===== config.mk =====
export PLATFORM = sky130hd
export DESIGN_NAME = alu_issue_grf
export DESIGN_NICKNAME = d
export VERILOG_FILES = /design/src/rtl/alu_pkg.sv /design/src/rtl/grf_core.sv /design/src/rtl/alu_issue_grf.sv
export SDC_FILE = /design/constraint.sdc
export NUM_CORES = 2
export LEC_CHECK = 0
export CAP_MARGIN = 10
export CORE_MARGIN = 4
export CORE_UTILIZATION = 45
export DETAILED_ROUTE_END_ITERATION = 6
export HOLD_SLACK_MARGIN = 0.05
export MAX_ROUTING_LAYER = met4
export PLACE_DENSITY_LB_ADDON = 0.12
export SETUP_SLACK_MARGIN = 0.1
export SLEW_MARGIN = 20
export SYNTH_ARGS = -nofsm -noshare
export SYNTH_HDL_FRONTEND = slang
export SYNTH_SLANG_ARGS = --single-unit

===== constraint.sdc =====
create_clock -name clk -period 3.8 [get_ports clk]
set_input_delay 0.76 -clock clk [delete_from_list [all_inputs] [get_ports clk]]
set_output_delay 0.76 -clock clk [all_outputs]
set_load 0.05 [all_outputs]

===== src/rtl/alu_pkg.sv =====
// Shared definitions for the ALU issue path: op encodings, default widths,
// the issue FSM state type and the reserved-op test.
package alu_pkg;

    localparam int DW_DEF = 32;
    localparam int AW_DEF = 5;

    localparam logic [2:0] OP_ADD  = 3'b000;
    localparam logic [2:0] OP_SUB  = 3'b001;
    localparam logic [2:0] OP_AND  = 3'b010;
    localparam logic [2:0] OP_OR   = 3'b011;
    localparam logic [2:0] OP_SRL  = 3'b100;
    localparam logic [2:0] OP_SRA  = 3'b101;
    localparam logic [2:0] OP_RSV0 = 3'b110;
    localparam logic [2:0] OP_RSV1 = 3'b111;

    typedef enum logic [1:0] {
        ST_IDLE = 2'd0,
        ST_EXEC = 2'd1,
        ST_WB   = 2'd2
    } state_e;

    function automatic logic is_reserved_op(input logic [2:0] op);
        return (op == OP_RSV0) || (op == OP_RSV1);
    endfunction

endpackage


===== src/rtl/grf_core.sv =====
// General register file: 2^AW x DW, three combinational read ports,
// one synchronous write port, register 0 hard-wired to zero.
module grf_core
    import alu_pkg::*;
#(
    parameter int DW = DW_DEF,
    parameter int AW = AW_DEF
) (
    input  logic          clk,
    input  logic          rst_n,
    input  logic          we,
    input  logic [AW-1:0] waddr,
    input  logic [DW-1:0] wdata,
    input  logic [AW-1:0] raddr_a,
    input  logic [AW-1:0] raddr_b,
    input  logic [AW-1:0] raddr_d,
    output logic [DW-1:0] rdata_a,
    output logic [DW-1:0] rdata_b,
    output logic [DW-1:0] rdata_d
);

    localparam int NREG = 1 << AW;

    logic [DW-1:0] mem [NREG];

    always_ff @(posedge clk or negedge rst_n) begin
        if (!rst_n) begin
            for (int i = 0; i < NREG; i++) begin
                mem[i] <= '0;
            end
        end else if (we && (waddr != '0)) begin
            mem[waddr] <= wdata;
        end
    end

    // Register 0 is masked on read as well, so it is zero regardless of storage.
    assign rdata_a = (raddr_a == '0) ? '0 : mem[raddr_a];
    assign rdata_b = (raddr_b == '0) ? '0 : mem[raddr_b];
    assign rdata_d = (raddr_d == '0) ? '0 : mem[raddr_d];

endmodule


===== src/rtl/alu_issue_grf.sv =====
// Register file plus issue sequencer feeding a combinational ALU.
// Define ALU_ISSUE_FAST_EN to drop the WB state (EXEC returns straight to IDLE).
module alu_issue_grf
    import alu_pkg::*;
#(
    parameter int DW = DW_DEF,
    parameter int AW = AW_DEF
) (
    input  logic          clk,
    input  logic          rst_n,
    input  logic          in_valid,
    output logic          in_ready,
    input  logic [2:0]    in_op,
    input  logic [AW-1:0] in_rs,
    input  logic [AW-1:0] in_rt,
    input  logic [AW-1:0] in_rd,
    output logic [DW-1:0] alu_a,
    output logic [DW-1:0] alu_b,
    output logic [2:0]    alu_op,
    input  logic [DW-1:0] alu_c,
    output logic          wb_valid,
    output logic [AW-1:0] wb_addr,
    output logic [DW-1:0] wb_data,
    input  logic          ld_en,
    input  logic [AW-1:0] ld_addr,
    input  logic [DW-1:0] ld_data,
    input  logic [AW-1:0] dbg_raddr,
    output logic [DW-1:0] dbg_rdata
);

    state_e        state;
    state_e        state_nxt;
    logic [AW-1:0] rd_q;
    logic [DW-1:0] rdata_a;
    logic [DW-1:0] rdata_b;
    logic          accept;
    logic          wr_wb;
    logic          we;
    logic [AW-1:0] waddr;
    logic [DW-1:0] wdata;

    assign in_ready = (state == ST_IDLE);
    assign accept   = in_valid && in_ready;
    assign wr_wb    = (state == ST_EXEC) && !is_reserved_op(alu_op);

    // Writeback and preload share one write port; they live in different states.
    assign we    = wr_wb || (in_ready && ld_en);
    assign waddr = wr_wb ? rd_q  : ld_addr;
    assign wdata = wr_wb ? alu_c : ld_data;

    grf_core #(
        .DW (DW),
        .AW (AW)
    ) u_grf (
        .clk     (clk),
        .rst_n   (rst_n),
        .we      (we),
        .waddr   (waddr),
        .wdata   (wdata),
        .raddr_a (in_rs),
        .raddr_b (in_rt),
        .raddr_d (dbg_raddr),
        .rdata_a (rdata_a),
        .rdata_b (rdata_b),
        .rdata_d (dbg_rdata)
    );

    always_ff @(posedge clk or negedge rst_n) begin
        if (!rst_n) begin
            state <= ST_IDLE;
        end else begin
            state <= state_nxt;
        end
    end

    always_comb begin
        state_nxt = state;
        case (state)
            ST_IDLE: begin
                if (in_valid) state_nxt = ST_EXEC;
            end
            ST_EXEC: begin
`ifdef ALU_ISSUE_FAST_EN
                state_nxt = ST_IDLE;
`else
                state_nxt = ST_WB;
`endif
            end
            ST_WB:   state_nxt = ST_IDLE;
            default: state_nxt = ST_IDLE;
        endcase
    end

    always_ff @(posedge clk or negedge rst_n) begin
        if (!rst_n) begin
            alu_a    <= '0;
            alu_b    <= '0;
            alu_op   <= OP_ADD;
            rd_q     <= '0;
            wb_valid <= 1'b0;
            wb_addr  <= '0;
            wb_data  <= '0;
        end else begin
            if (accept) begin
                alu_a  <= rdata_a;
                alu_b  <= rdata_b;
                alu_op <= in_op;
                rd_q   <= in_rd;
            end
            // wb_valid is a single-cycle pulse after each non-reserved EXEC.
            wb_valid <= wr_wb;
            if (wr_wb) begin
                wb_addr <= rd_q;
                wb_data <= alu_c;
            end
        end
    end

endmodule

==> results by group <==
Logic synthesis
  • Synth area leaders: dfrtp_1 (42%), mux4_2 (20%), mux2_2 (16%)
  • Sequential area share after synthesis: 41.5%
  • Top_reg_cell synth: dfrtp_1
  • Avg Synthesized Cell Area: 14.2 sq um
  • Cell Area, Synth: 68400 sq um
  • Post-synth top cells: dfrtp_1 (1136), mux2_2 (970), mux4_2 (612)
  • Share of the synthesized area in the top cell type: 41.5%
  • Count leader, synth: dfrtp_1
  • Dominant cell type by area after synthesis: dfrtp_1
  • Fraction of registers with async set/reset: 100%
  • Post-synthesis cell type count: 58
  • Synth Instances: 4822
  • Synthesis Warnings: 0
  • Post-synth EDFFs: 0
  • Number of synthesized register bits: 1136
  • Syn nets: 4918

Flow run
  • Max_cap viols: 0

Placed design
  • Port Buffers: 233
  • RD Place Congestion: 0.855
  • Inst Count DP: 6804
  • Half-perimeter wire length after placement: 149 mm

Global route
  • Vias in the first global route: 47654
  • Largest net degree at the start of global routing: 96
  • First-pass GRT wire length: 362 mm
  • Initial antenna violation count: 6
  • Congestion Overflow GR: 0
  • GRT Overall Usage: 32.7%

CTS
  • CTS Sinks: 1136
  • Clk_lat worst skew: 0.78 ns
  • CTS H-tree lvls: 4
  • CTS root buffer: clkbuf_16
  • CTS buffer count: 138
  • CTS Buffer Depth: 3
  • CTS tree: done
  • Worst-path clk slew: 0.06 ns

Routing
  • Initial drt markers: 4843
  • Via count: 47453
  • Vias per cell: 6.72
  • Pre-antenna DRT Iters: 6
  • Total Wirelength: 252 mm
  • DR DRC count: 0
  • DR WL/cell: 35.6 um
  • Routed Antenna Nets: 0

Worst hold path
  • WHS Path Cells: 0
  • Worst hold-check path type: reg -> reg

Critical path
  • Crit end category: primary output
  • Critical path peak fanout: 17
  • Crit Path Class: in -> out
  • Critical Path Source Type: primary input
  • Worst reg2reg path depth: 7
  • Critical Path AT: 2.89 ns
  • Critical path required time: 3.04 ns

Timing
  • Max Slew Vio Count: 0
  • Endpoints failing setup: 0
  • Setup_tns: 0 ns
  • Final-report hold violation count: 0
  • Slew HR: 27.7%
  • RSZ-0062 raised after global routing: true
  • Max frequency: 274 MHz
  • Period utilization: 95.9%
  • Clock Skews: 0.0202 ns
  • Min Clock Period, post-route: 3.65 ns
  • Worst Tran Pin Value: 1.08 ns
  • Fin Hold WS: 0.416 ns

Cells and area
  • Layout area overhead: 16.2%
  • Non-Filler Instances: 7060
  • Multi-input gate area in the final layout: 37700 sq um
  • Storage element area: 28400 sq um
  • Fillcell total: 12610
  • Layout cells sized above 1: 49.1%
  • Nets: 5025

Die
  • Die height: 398 um
  • Initial Utilization: 45.5%
  • Row count: 142
  • Die Wd: 398 um
  • Die area: 158000 sq um
  • # IOs: 234
  • Core area: 150000 sq um

Pwr
  • Peak VDD IR: 545 uV
  • Lkg Pwr: 35.2 nW
  • P per Cell Area: 722 nW/um^2
  • Total Power: 57.4 mW

Status
  • Status: finished, final reports clean
[layout by cell type (no fill, tap or decap), types with 5 or more instances in the layout]
| cell | Yosys | layout |
|---|---|---|
| dfrtp_1 | 1136 | 1136 |
| mux2_2 | 970 | 970 |
| mux4_2 | 612 | 612 |
| mux2_4 | 270 | 270 |
| o22ai_1 | 218 | 218 |
| nand2_1 | 223 | 213 |
| clkdlybuf4s50_1 | 0 | 189 |
| buf_4 | 35 | 177 |
| clkbuf_16 | 0 | 146 |
| buf_12 | 0 | 137 |
| a211oi_1 | 124 | 124 |
| mux2_1 | 123 | 123 |
| nor2b_1 | 97 | 97 |
| mux2i_1 | 74 | 74 |
| nor2_1 | 70 | 70 |
| nor3_1 | 67 | 67 |
| nor4_1 | 61 | 61 |
| a22o_1 | 60 | 60 |
| clkbuf_8 | 0 | 41 |
| and2_1 | 33 | 33 |
| a21o_1 | 33 | 32 |
| clkinv_2 | 0 | 30 |
| clkbuf_1 | 292 | 19 |
| nand2b_4 | 0 | 15 |
| nor2_4 | 4 | 15 |
| bufinv_16 | 0 | 10 |
| o21ai_0 | 7 | 7 |
| a21oi_1 | 7 | 7 |
| nand2_2 | 1 | 7 |
| inv_6 | 0 | 6 |
| buf_8 | 0 | 6 |
| diode_2 | 0 | 5 |
| nand2b_1 | 20 | 5 |
[metrics by stage]
| stage | utilization, % | area [sq um] | worst slack [ns] |
|---|---|---|---|
| floorplan | - | 68400 | 0.279 |
| global placement | 49.7 | 74700 | 0.133 |
| detailed placement | 49.7 | 74700 | 0.139 |
| CTS | 52.8 | 79500 | 0.135 |
| global route | 52.8 | 79500 | 0.0993 |
| finish | 52.8 | 79500 | 0.155 |
[flip-flops by register name, summed over array words and instances (netlist names)]
| name | flops |
|---|---|
| alu_a | 32 |
| alu_b | 32 |
| alu_op | 3 |
| rd_q | 5 |
| state | 2 |
| u_grf.mem | 1024 |
| wb_addr | 5 |
| wb_data | 32 |
| wb_valid | 1 |
[repair_timing]
action                                  4_1_cts  5_1_grt
gates resized for setup                       0        1
endpoints found under the setup margin        0        1
hold buffers                                  1        0
buffers inserted                              0        0
hold endpoints to repair                     66        0
[critical path, cell delays in order]
cell and delay [ns]:
buf_8 0.24, buf_12 0.24, buf_12 0.18, mux4_2 0.50, mux4_2 0.47, a21o_1 0.25, buf_4 0.21
[path summary, 6_finish.rpt]
kind                            slack (ns)                   startpoint                          end
worst max-delay path                  0.15                 dbg_raddr[0]                dbg_rdata[10]
worst min-delay path                  0.42  u_grf.mem[1009]$_DFFE_PN0P_  u_grf.mem[1009]$_DFFE_PN0P_
worst max register to register        0.59         state[1]$_DFFE_PN0P_    u_grf.mem[75]$_DFFE_PN0P_
worst min register to register        0.42  u_grf.mem[1009]$_DFFE_PN0P_  u_grf.mem[1009]$_DFFE_PN0P_
max in group asynchronous             2.04                        rst_n   u_grf.mem[461]$_DFFE_PN0P_
min in group asynchronous             0.58                        rst_n      wb_data[18]$_DFFE_PN0N_
[cell families after synthesis]
group	Yosys count	share of synthesized area, %
AO/OA/AOI/OAI	472	4.93
buffers and inverters	551	3.87
flip-flops	1136	41.5
multiplexers	2049	45.1
AND/OR/NAND/NOR	614	4.55
[metal layers]
metal,vias up,track usage (%),wire length (um)
li1,18960,-,-
met1,25342,45.2,106000
met2,2605,47.5,112000
met3,546,8.17,24000
met4,0,10.9,9170
met5,-,-,0
[layout make-up]
cell class              instances  share of cell area (%)
clock buffers                 203                    5.34
multi-input cells            3135                    47.4
clock inverters                47                   0.653
inverters                       4                  0.0189
flip-flops and latches       1136                    35.7
repair buffers                514                    7.69
diodes                          5                  0.0157
well taps                    2016                    3.17
[report_power, final]
part / internal [mW] / total, mW / switching, mW
sequential: 17.3 / 22.9 / 5.57
combinational: 12.5 / 20.6 / 8.12
clock: 8.41 / 13.9 / 5.52
total: 38.2 / 57.4 / 19.2
Note: power is estimated with default switching activity, not from simulation.
==> RTL edit, RTL diff (same flow settings) <==
Build with the macro `ALU_ISSUE_FAST_EN` defined.
--- a/src/rtl/alu_issue_grf.sv
+++ b/src/rtl/alu_issue_grf.sv
@@ -1,5 +1,7 @@
 // Register file plus issue sequencer feeding a combinational ALU.
 // Define ALU_ISSUE_FAST_EN to drop the WB state (EXEC returns straight to IDLE).
+`define ALU_ISSUE_FAST_EN
+
 module alu_issue_grf
     import alu_pkg::*;
 #(
Check against the original RTL: not settled (the Yosys comparison gave no result); the edit may change what the design does.
==> RTL edit against the original RTL <==
Cell count up 3.1%. Worst setup slack worse by 73 ps. Routed wire length grew 3.4%. Sequential cell count down 1. Largest cell class unchanged. Synthesized area is 0.88% higher. Final area up 0.78%. Highest routed layer unchanged. Critical path type unchanged. Total power is 8.5% lower. Largest power group unchanged. Global-route usage rose by 0.62 points.
==> RTL edit: results (changes against the original RTL) <==
| Stage | Result | Reported | Delta |
| --- | --- | --- | --- |
| synthesis | Largest cells by area after synthesis | dfrtp_1 (41%), mux2_2 (18%), mux4_2 (16%), mux2_4 (4.9%), mux2i_1 (4.2%) |  |
| critical path | Worst Path Arrival | 2960 ps | +70 ps |
| power | Maximum vdd ir drop | 0.000506 V | -7.3% |
| flow run | Total of max-cap violations | 0 | unchanged |
| timing | Final worst hold slack | 424 ps | +7.76 ps |
| cells and area | Layout cells sized above 1 | 47.3% | -1.8 points |
| synthesis | Most frequent cells after synthesis | dfrtp_1 (1135), mux2_2 (1104), mux4_2 (480) |  |
| critical path | Reg2reg setup slack | 740 ps | +150 ps |
| grt | GR Util met2 | 48.0% | +0.54 points |
| power | Total leakage power | 35.0 nW | -0.60% |
| clocking | Number of buffers added by the clock tree synthesis step | 135 | -2.2% |
| drt | DR WL/cell | 35.7 um | +0.27% |
| critical path | Path depth of the worst reg2reg path | 5 | -2 |
| grt | Pin count of the biggest net entering global routing | 157 | +64% |
| placement | Half-perimeter wire length of the detailed placement result | 156 mm | +4.5% |
| cells and area | Final-stage net count | 5247 | +4.4% |
| grt | Met1 Use GR | 47.3% | +2.1 points |
| timing | Worst clock skew | 22.5 ps | +2.33 ps |
| min path | Endpoint with the worst hold slack | u_grf.mem[993]$_DFFE_PN0P_ |  |
| run status | Outcome | finished, final reports clean |  |
| synthesis | Synthesized netlist net count | 5098 | +3.7% |
| drt | Routed met2 length | 114 mm | +1.5% |
| cells and area | Core utilization of the finished layout | 52.6% | -0.21 points |
| grt | Global router's overall resource usage | 33.3% | +0.62 points |
| min path | Hold wc startpoint | u_grf.mem[993]$_DFFE_PN0P_ |  |
| grt | Number of global-route vias before repair | 49.5k | +3.8% |
| placement | Cell count after placement | 7034 | +3.4% |
| grt | Met3 usage | 6.64% | -1.5 points |
| power | Cell internal power dissipation | 35.2 mW | -8.0% |
| drt | Number of vias after detailed routing | 49.8k | +4.9% |
| synthesis | Mean Syn Cell Area | 13.8 um^2 | -2.7% |
| critical path | Reg2Reg Launch Point | state[0]$_DFFE_PN0P_ |  |
| critical path | Reg-to-Reg End | u_grf.mem[307]$_DFFE_PN0P_ |  |
| synthesis | Fraction of the yosys area taken by sequential cells | 41.1% | -0.40 points |
| critical path | CP Max Fanout | 25 | +8 |
| placement | Area post-placement | 75600 um^2 | +1.2% |
| drt | Metal3 WL | 23.9 mm | -0.28% |
| timing | Max-slew headroom | 26.2% | -1.5 points |
| drt | Post-route met1 wirelength | 112 mm | +5.3% |
| drt | Drt first-iter violations | 6033 | +25% |
| drt | Wire length reported by the detailed router | 260 mm | +3.4% |
==> RTL edit: cell count changes after synthesis, moves of 95 or more <==
cell,unedited run,this run
o22ai_1,218,123
mux4_2,612,480
mux2_2,970,1104
a22oi_1,2,103
nand2_1,223,342
mux2i_1,74,292
==> RTL edit: worst max path at each step <==
stage | to | slack (ps) | cells after the start
3_5_place_dp | dbg_rdata[6] | -60 | 7
6_report | dbg_rdata[2] | 80 | 9
2_1_floorplan | dbg_rdata[31] | -260 | 8
3_3_place_gp | dbg_rdata[6] | -80 | 7
5_1_grt | dbg_rdata[2] | 30 | 9
4_1_cts | dbg_rdata[2] | 110 | 8
==> RTL edit: area by class of cell <==
class                   instances  area [um^2]
diodes                          5         12.5
clock buffers                 201         4040
well taps                    2030         2540
multi-input cells            3295        38100
repair buffers                576         6670
fillers                     12696        72100
clock inverters                30          348
inverters                       8         31.3
flip-flops and latches       1135        28400
==> RTL edit: worst max-delay path: stages <==
cell and delay [ps]:
buf_8 160, buf_16 230, buf_12 240, mux2_2 360, a222oi_1 330, buf_4 180, a41oi_1 100, and3_1 310
buf_12 200
==> RTL edit: timing repair <==
item | 4_1_cts | 5_1_grt
pin swaps | 1 | 2
buffers inserted | 7 | 2
resized for setup | 4 | 4
hold buffers | 1 | 0
hold endpoints to repair | 17 | 0
endpoints found under the setup margin | 4 | 5
==> RTL edit: cell families after synthesis <==
logic type             share of synthesized area (%)
multiplexers                                    44.3
buffers and inverters                           4.09
AO/OA/AOI/OAI                                   6.60
AND/OR/NAND/NOR                                 3.89
flip-flops                                      41.1
==> RTL edit: power groups by stage <==
stage               logic [mW]  clock network, mW  registers, mW
floorplan                 12.9                  0           20.5
global placement          17.4                  0           21.3
detailed placement        17.7                  0           21.5
CTS                       17.8               13.4           21.3
global route              19.0               13.8           22.1
finish                    17.8               13.2           21.6
